===== src/rtl/serial_add_ctrl.sv =====
// -----------------------------------------------------------------------------
// serial_add_ctrl
//   Bit-serial add sequencer. It shares one external 1-bit full-adder cell
//   across all WIDTH bit positions, least significant bit first. Operands are
//   accepted on a valid/ready handshake. Sum, carry-out and signed overflow are
//   returned on a valid/ready handshake. In accumulate mode, operand A is taken
//   from the last completed sum instead of from in_a.
//
// Ports
//   clk, rst            clock; asynchronous active-high reset
//   in_valid/in_ready   operand handshake (in_ready only in IDLE, low in reset)
//   in_a, in_b, in_cin  operands and carry into bit 0
//   in_acc              1: operand A comes from the result register
//   fa_a/fa_b/fa_cin    drive the external adder cell (0 outside RUN)
//   fa_s/fa_cout        adder cell outputs, sampled only in RUN
//   out_valid/out_ready result handshake (out_valid high in DONE)
//   out_sum             result register, also the accumulator
//   out_cout            carry out of bit WIDTH-1
//   out_ovf             signed overflow (carry into MSB ^ carry out of MSB)
// -----------------------------------------------------------------------------
module serial_add_ctrl #(
    parameter int unsigned WIDTH = 8
) (
    input  logic             clk,
    input  logic             rst,
    input  logic             in_valid,
    output logic             in_ready,
    input  logic [WIDTH-1:0] in_a,
    input  logic [WIDTH-1:0] in_b,
    input  logic             in_cin,
    input  logic             in_acc,
    output logic             fa_a,
    output logic             fa_b,
    output logic             fa_cin,
    input  logic             fa_s,
    input  logic             fa_cout,
    output logic             out_valid,
    input  logic             out_ready,
    output logic [WIDTH-1:0] out_sum,
    output logic             out_cout,
    output logic             out_ovf
);

    localparam int unsigned CNT_W = $clog2(WIDTH);
    localparam int unsigned SSR_W = WIDTH - 1;
    localparam logic [CNT_W-1:0] CNT_LAST = CNT_W'(WIDTH - 1);

    localparam logic [1:0] ST_IDLE = 2'd0;
    localparam logic [1:0] ST_RUN  = 2'd1;
    localparam logic [1:0] ST_DONE = 2'd2;

    logic [1:0]       state_q,   state_d;
    logic [WIDTH-1:0] a_sr_q,    a_sr_d;
    logic [WIDTH-1:0] b_sr_q,    b_sr_d;
    // Partial sum bits 0..WIDTH-2. The final bit arrives from the cell on the
    // last step and is concatenated on top of these bits when out_sum loads.
    logic [SSR_W-1:0] sum_sr_q,  sum_sr_d;
    logic             carry_q,   carry_d;
    logic [CNT_W-1:0] cnt_q,     cnt_d;
    logic [WIDTH-1:0] out_sum_q, out_sum_d;
    logic             out_cout_q, out_cout_d;
    logic             out_ovf_q,  out_ovf_d;

    logic in_ready_c;
    logic accept_c;
    logic run_c;

    // Handshake decode from the state register
    always_comb begin
        in_ready_c = (state_q == ST_IDLE) & ~rst;
        accept_c   = in_valid & in_ready_c;
        run_c      = (state_q == ST_RUN);
    end

    // Next-state and datapath update
    always_comb begin
        state_d    = state_q;
        a_sr_d     = a_sr_q;
        b_sr_d     = b_sr_q;
        sum_sr_d   = sum_sr_q;
        carry_d    = carry_q;
        cnt_d      = cnt_q;
        out_sum_d  = out_sum_q;
        out_cout_d = out_cout_q;
        out_ovf_d  = out_ovf_q;

        case (state_q)
            ST_IDLE: begin
                if (accept_c) begin
                    a_sr_d   = in_acc ? out_sum_q : in_a;
                    b_sr_d   = in_b;
                    carry_d  = in_cin;
                    sum_sr_d = '0;
                    cnt_d    = '0;
                    state_d  = ST_RUN;
                end
            end

            ST_RUN: begin
                // One bit position per cycle, LSB first
                sum_sr_d = SSR_W'({fa_s, sum_sr_q} >> 1);
                carry_d  = fa_cout;
                a_sr_d   = {1'b0, a_sr_q[WIDTH-1:1]};
                b_sr_d   = {1'b0, b_sr_q[WIDTH-1:1]};
                cnt_d    = cnt_q + CNT_W'(1);
                if (cnt_q == CNT_LAST) begin
                    out_sum_d  = {fa_s, sum_sr_q};
                    out_cout_d = fa_cout;
                    // carry_q still holds the carry into the MSB here
                    out_ovf_d  = carry_q ^ fa_cout;
                    state_d    = ST_DONE;
                end
            end

            ST_DONE: begin
                if (out_ready) begin
                    state_d = ST_IDLE;
                end
            end

            default: begin
                state_d = ST_IDLE;
            end
        endcase
    end

    // State and datapath registers
    always_ff @(posedge clk or posedge rst) begin
        if (rst) begin
            state_q    <= ST_IDLE;
            a_sr_q     <= '0;
            b_sr_q     <= '0;
            sum_sr_q   <= '0;
            carry_q    <= 1'b0;
            cnt_q      <= '0;
            out_sum_q  <= '0;
            out_cout_q <= 1'b0;
            out_ovf_q  <= 1'b0;
        end else begin
            state_q    <= state_d;
            a_sr_q     <= a_sr_d;
            b_sr_q     <= b_sr_d;
            sum_sr_q   <= sum_sr_d;
            carry_q    <= carry_d;
            cnt_q      <= cnt_d;
            out_sum_q  <= out_sum_d;
            out_cout_q <= out_cout_d;
            out_ovf_q  <= out_ovf_d;
        end
    end

    // Adder cell is fed only from registered sources, and only in RUN
    always_comb begin
        in_ready  = in_ready_c;
        out_valid = (state_q == ST_DONE);
        fa_a      = run_c & a_sr_q[0];
        fa_b      = run_c & b_sr_q[0];
        fa_cin    = run_c & carry_q;
        out_sum   = out_sum_q;
        out_cout  = out_cout_q;
        out_ovf   = out_ovf_q;
    end

endmodule


===== config.mk =====
export PLATFORM = sky130hd
export DESIGN_NAME = serial_add_ctrl
export DESIGN_NICKNAME = d
export VERILOG_FILES = /design/src/rtl/serial_add_ctrl.sv
export SDC_FILE = /design/constraint.sdc
export NUM_CORES = 1
export LEC_CHECK = 0
export ABC_AREA = 1
export CORE_ASPECT_RATIO = 2
export CORE_MARGIN = 3
export CORE_UTILIZATION = 40
export CTS_CLUSTER_DIAMETER = 30
export CTS_CLUSTER_SIZE = 14
export DETAILED_ROUTE_END_ITERATION = 16
export GPL_TIMING_DRIVEN = 0
export PLACE_DENSITY_LB_ADDON = 0.12
export SLEW_MARGIN = 0
export SYNTH_ARGS = -nofsm -noshare
export SYNTH_HDL_FRONTEND = slang
export SYNTH_SLANG_ARGS = --single-unit

===== constraint.sdc =====
create_clock -name clk -period 1.3 [get_ports clk]
set_input_delay 0.325 -clock clk [delete_from_list [all_inputs] [get_ports clk]]
set_output_delay 0.325 -clock clk [all_outputs]
set_load 0.01 [all_outputs]

After elaboration in Yosys (flattened, before gate mapping) --
Index checks and enable logic that the tools add are counted.
Word-level totals: flip-flop bits (word level) 39, output and inout bits 15, word-level logic and storage cells 43
Operators by class: add/sub/neg operators 1, eq/ne operators 6, mux-type cells 15, bitwise operators 7, reductions and logical operators 5
Operators with widths (number):
- 8-bit case mux with 2 select lines | 2
- 8-bit 2-to-1 mux | 3
- 7-bit case mux with 2 select lines | 1
- 7-bit 2-to-1 mux | 1
- 2-bit 2-to-1 mux | 3
- 2-bit case mux with 3 select lines | 1
- 3-bit case mux with 2 select lines | 1
- 1-bit bitwise AND | 5
- 2-bit by 1-bit inequality test with 1-bit output, second input constant | 2
- 2-bit AND reduction | 2
- 3-bit by 1-bit adder with 3-bit output, second input constant | 1
- 3-bit == test, second input constant | 1
- 3-bit 2-to-1 mux | 1
- 3-bit AND reduction | 1
- 2-bit by 1-bit == test with 1-bit output, second input constant | 1
- 2-bit == test, second input constant | 1
- 2-bit zero test | 1
- 2-bit inequality test, second input constant | 1
- 1-bit case mux with 2 select lines | 1
- 2-bit nonzero test | 1
- 1-bit 2-to-1 mux | 1
- 1-bit inverter | 1
- 1-bit XOR | 1

Logic depth before layout (Yosys ltp) --
word-level depth 5, depth in mapped cells 8

Least setup slack after synthesis --
OpenSTA, ideal clock, no wires.
path kind input to register, start point input rst, end point register a_sr_q[7], arrival 1.792 ns, required time 1.183 ns, path slack -0.609 ns, stages on the path 6, buffers on the path 2, cells stage by stage inv_1 -> nand3_2 -> buf_6 -> buf_8 -> nand3_1 -> nand2_1
On the way: word-level cells in the longest chain between the ends 5
Ends and longest elaborated chain:
- start: declaration | line 25 | input logic rst,
- 1-bit inverter | line 70 | in_ready_c = (state_q == ST_IDLE) & ~rst;
- 1-bit bitwise AND | line 70
- 1-bit bitwise AND | line 71 | accept_c = in_valid & in_ready_c;
- 2-bit inequality test (no line)
- 2-bit AND reduction (no line)
- end signal: assignment | line 141 | a_sr_q <= a_sr_d;
- end: declaration | line 53 | logic [WIDTH-1:0] a_sr_q, a_sr_d;
Every way passes these cells. A chain may end at the register's enable or synchronous reset.

Worst setup path after layout --
start point register state_q[0], end point output in_ready
On the way: word-level cells in the longest chain between the ends 2
Ends and longest elaborated chain:
- start: declaration | line 52 | logic [1:0] state_q, state_d;
- start signal: assignment | line 140 | state_q <= state_d;
- 2-bit zero test | line 70
- 1-bit bitwise AND | line 70
- end: declaration | line 27 | output logic in_ready,
Every way passes these cells.

==> out/summary.txt <==
PnR worst setup slack = -0.2096 ns
vias in the first global route = 1,859
Min-Delay Path Class = in -> async
Core Region = 4865 sq um
Setup Skew = 0.003684 ns
Synth Net Count = 276
Total Power = 7.476 mW
Ant. Diodes = 0
final instance area = 3141 sq um
Clock Pin Slew Worst Setup and Hold Paths = 0.07 ns
#FFs+latches synth = 39
Mapped Area = 2019 sq um
antenna viol nets, final = 0
Mapped Avg Cell Area = 8.078 sq um
failing checks = negative setup slack
met3 usage = 2.916%
cts hold-fix bufs = 0
status = complete, but fails checks
worst relative slew slack = 34.60%
Crit. End Element = primary output
CP peak stage delay = 0.44 ns
total negative setup slack = -2.719 ns
first-pass GRT wire length = 8.907 mm
CP top delay family = flip-flops
initial drt markers = 47
Cell Rows = 36
R2R Path End = b_sr_q[2]
routability cong. = 0.7045
Sink Count = 39
die height = 106.5 um
drt total wl = 5.666 mm
Clock Latency Late Sink = 0.29 ns
Finish-stage setup viols = 29
drt drc = 0
pwr dens = 2381 nW/um^2
CP required = 0.98 ns
layout cells sized above 1 = 33.54%
gr usage total = 19.17%
gr busiest metal = met2
die span in x = 56.24 um
Worst Tran Pin Value = 0.9757 ns
area grow syn2layout = 55.51%
via count = 1,897
r2r setup slk = -0.12 ns
RSZ-0062 raised after global routing = true
MaxCap Viol Count = 0
crit-path cells = buf_6 -> nor3_4 -> buf_2
Max Fanout on Critical Path = 3
Syn Inst Count = 250
Crit path arrival time = 1.18 ns
FMAX = 662.4 MHz
Reg2Reg Depth = 8
layout filler cell count = 421
worst slack at placement = -1.331 ns
placed cell areas = 2486 sq um
Seq/Total Area, Yosys = 48.33%
Finished Layout Cells = 385
hold_ws = 0.3319 ns
clock tree root buffer cell = clkbuf_8
IO Pins = 39
IO Port Bufs = 37
fin util = 64.56%
Initial Util = 41.51%
buffer levels on the longest clock path = 2
Pre-Repair DR Iteration Count = 4
largest net degree at the start of global routing = 21
Routed wire per std cell = 14.72 um
Max IR drop VDD = 0.001427 V
Leakage = 1.575 nW
post-synth cell types = 22
global route overflow = 0
Nets = 353
Startpoint Class = flop
via-per-instance ratio = 4.927
met2 usage = 36.18%
antenna violations before repair = 0
CTS buffer count = 5
met1 Resource Use GR = 20.86%
final worst path period need = 1.510 ns
CTS tree = built
DIE AREA = 5989 sq um
DP Wirelength = 3.442 mm
Critical path buffers and inverters = 2
reg2reg start = state_q[0]
placed insts = 344
fin. max-slew vios = 0
worst setup path class = reg -> out
final-report hold violation count = 0
Slowest-stage cell, CP = dfrtp_2
htree depth = 2
yosys warns = 0
fin crit share = 116.1%
cell usage in the layout, fill, tap and decap left out, drive strengths merged:
master | synthesis | layout
dfrtp | 39 | 39
nor2 | 6 | 6
ha | 2 | 2
clkbuf | 1 | 11
nor3 | 1 | 1
nand3 | 29 | 29
clkdlybuf4s15 | 0 | 7
dlygate4sd2 | 0 | 3
o21ai | 20 | 20
xnor2 | 1 | 1
nand2 | 107 | 107
inv | 30 | 29
clkdlybuf4s50 | 0 | 21
a21oi | 1 | 1
o31ai | 1 | 1
clkinvlp | 0 | 3
buf | 12 | 47
where the power goes:
part	internal, mW	switching [mW]	total [mW]	leakage, nW
clock	0.484	0.428	0.912	0.0515
combinational	2.25	2.23	4.48	1.03
sequential	1.74	0.353	2.09	0.498
total	4.47	3.01	7.48	1.58
worst max-delay path by stage:
stage | start | end | slack, ns | cells past startpoint
floorplan | rst | a_sr_q[1] | -0.33 | 6
global placement | rst | a_sr_q[2] | -1.36 | 7
finish | state_q[0] | in_ready | -0.21 | 3
global route | state_q[0] | in_ready | -0.25 | 3
CTS | state_q[0] | in_ready | -0.23 | 3
detailed placement | rst | a_sr_q[5] | -1.33 | 7
cells in the mapped netlist:
cell	number	area share (%)
buf_6	8	4.5
o21ai_1	1	0.25
nand3_2	2	0.99
nor3_1	1	0.25
inv_4	1	0.31
nor2_1	6	1.1
o21ai_0	6	1.5
buf_2	2	0.50
xnor2_1	1	0.43
nand2_4	1	0.56
ha_1	2	1.2
nand2_2	2	0.62
dfrtp_1	39	48
nand2_1	104	19
o31ai_1	1	0.37
clkbuf_8	1	0.68
buf_8	1	0.74
buf_4	1	0.37
nand3_1	27	6.7
a21oi_1	1	0.25
o21ai_2	13	5.6
inv_1	29	5.4
registers in the layout, indices dropped and copies added (netlist names):
name      count
b_sr_q        8
out_sum       8
out_ovf       1
cnt_q         3
carry_q       1
sum_sr_q      7
a_sr_q        8
state_q       2
out_cout      1
worst register-to-register path: stages, from the launching register on:
cell and delay, ns:
dfrtp_2 0.44, buf_6 0.13, buf_4 0.13, nor2_4 0.09, nand3_4 0.11, buf_6 0.16, buf_12 0.14, nand3_2 0.06
nand2_1 0.05
area by class of cell:
type / instances / area [sq um] / area share, %
Multi-Input combinational cell: 168 / 984.7 / 31.35
Sequential cell: 39 / 977.2 / 31.12
Timing Repair Buffer: 69 / 708.2 / 22.55
Buffer: 12 / 165.2 / 5.259
Inverter: 30 / 123.9 / 3.944
Clock buffer: 8 / 100.1 / 3.187
Tap cell: 57 / 71.32 / 2.271
Timing Repair inverter: 2 / 10.01 / 0.3187
cells by family after synthesis:
group / share of synthesized area, %
and+or+nand+nor: 29.55
buffers and inverters: 12.45
DFF: 48.33
AOI/OAI and AO/OA: 7.992
adders and majority gates: 1.239
xor gates and xnor gates: 0.4338
metal layers:
metal,vias to the layer above,wire length (um)
met5,-,0
met4,0,132
met3,11,136
met2,28,3349
met1,932,2048
li1,926,-
what timing repair did:
item / CTS / global route
setup buffers: 22 / 8
setup endpoints to repair: 54 / 49
pin swaps: 4 / 17
gates cloned: 4 / 1
resized for setup: 50 / 51
(Power assumes the default switching activity.)
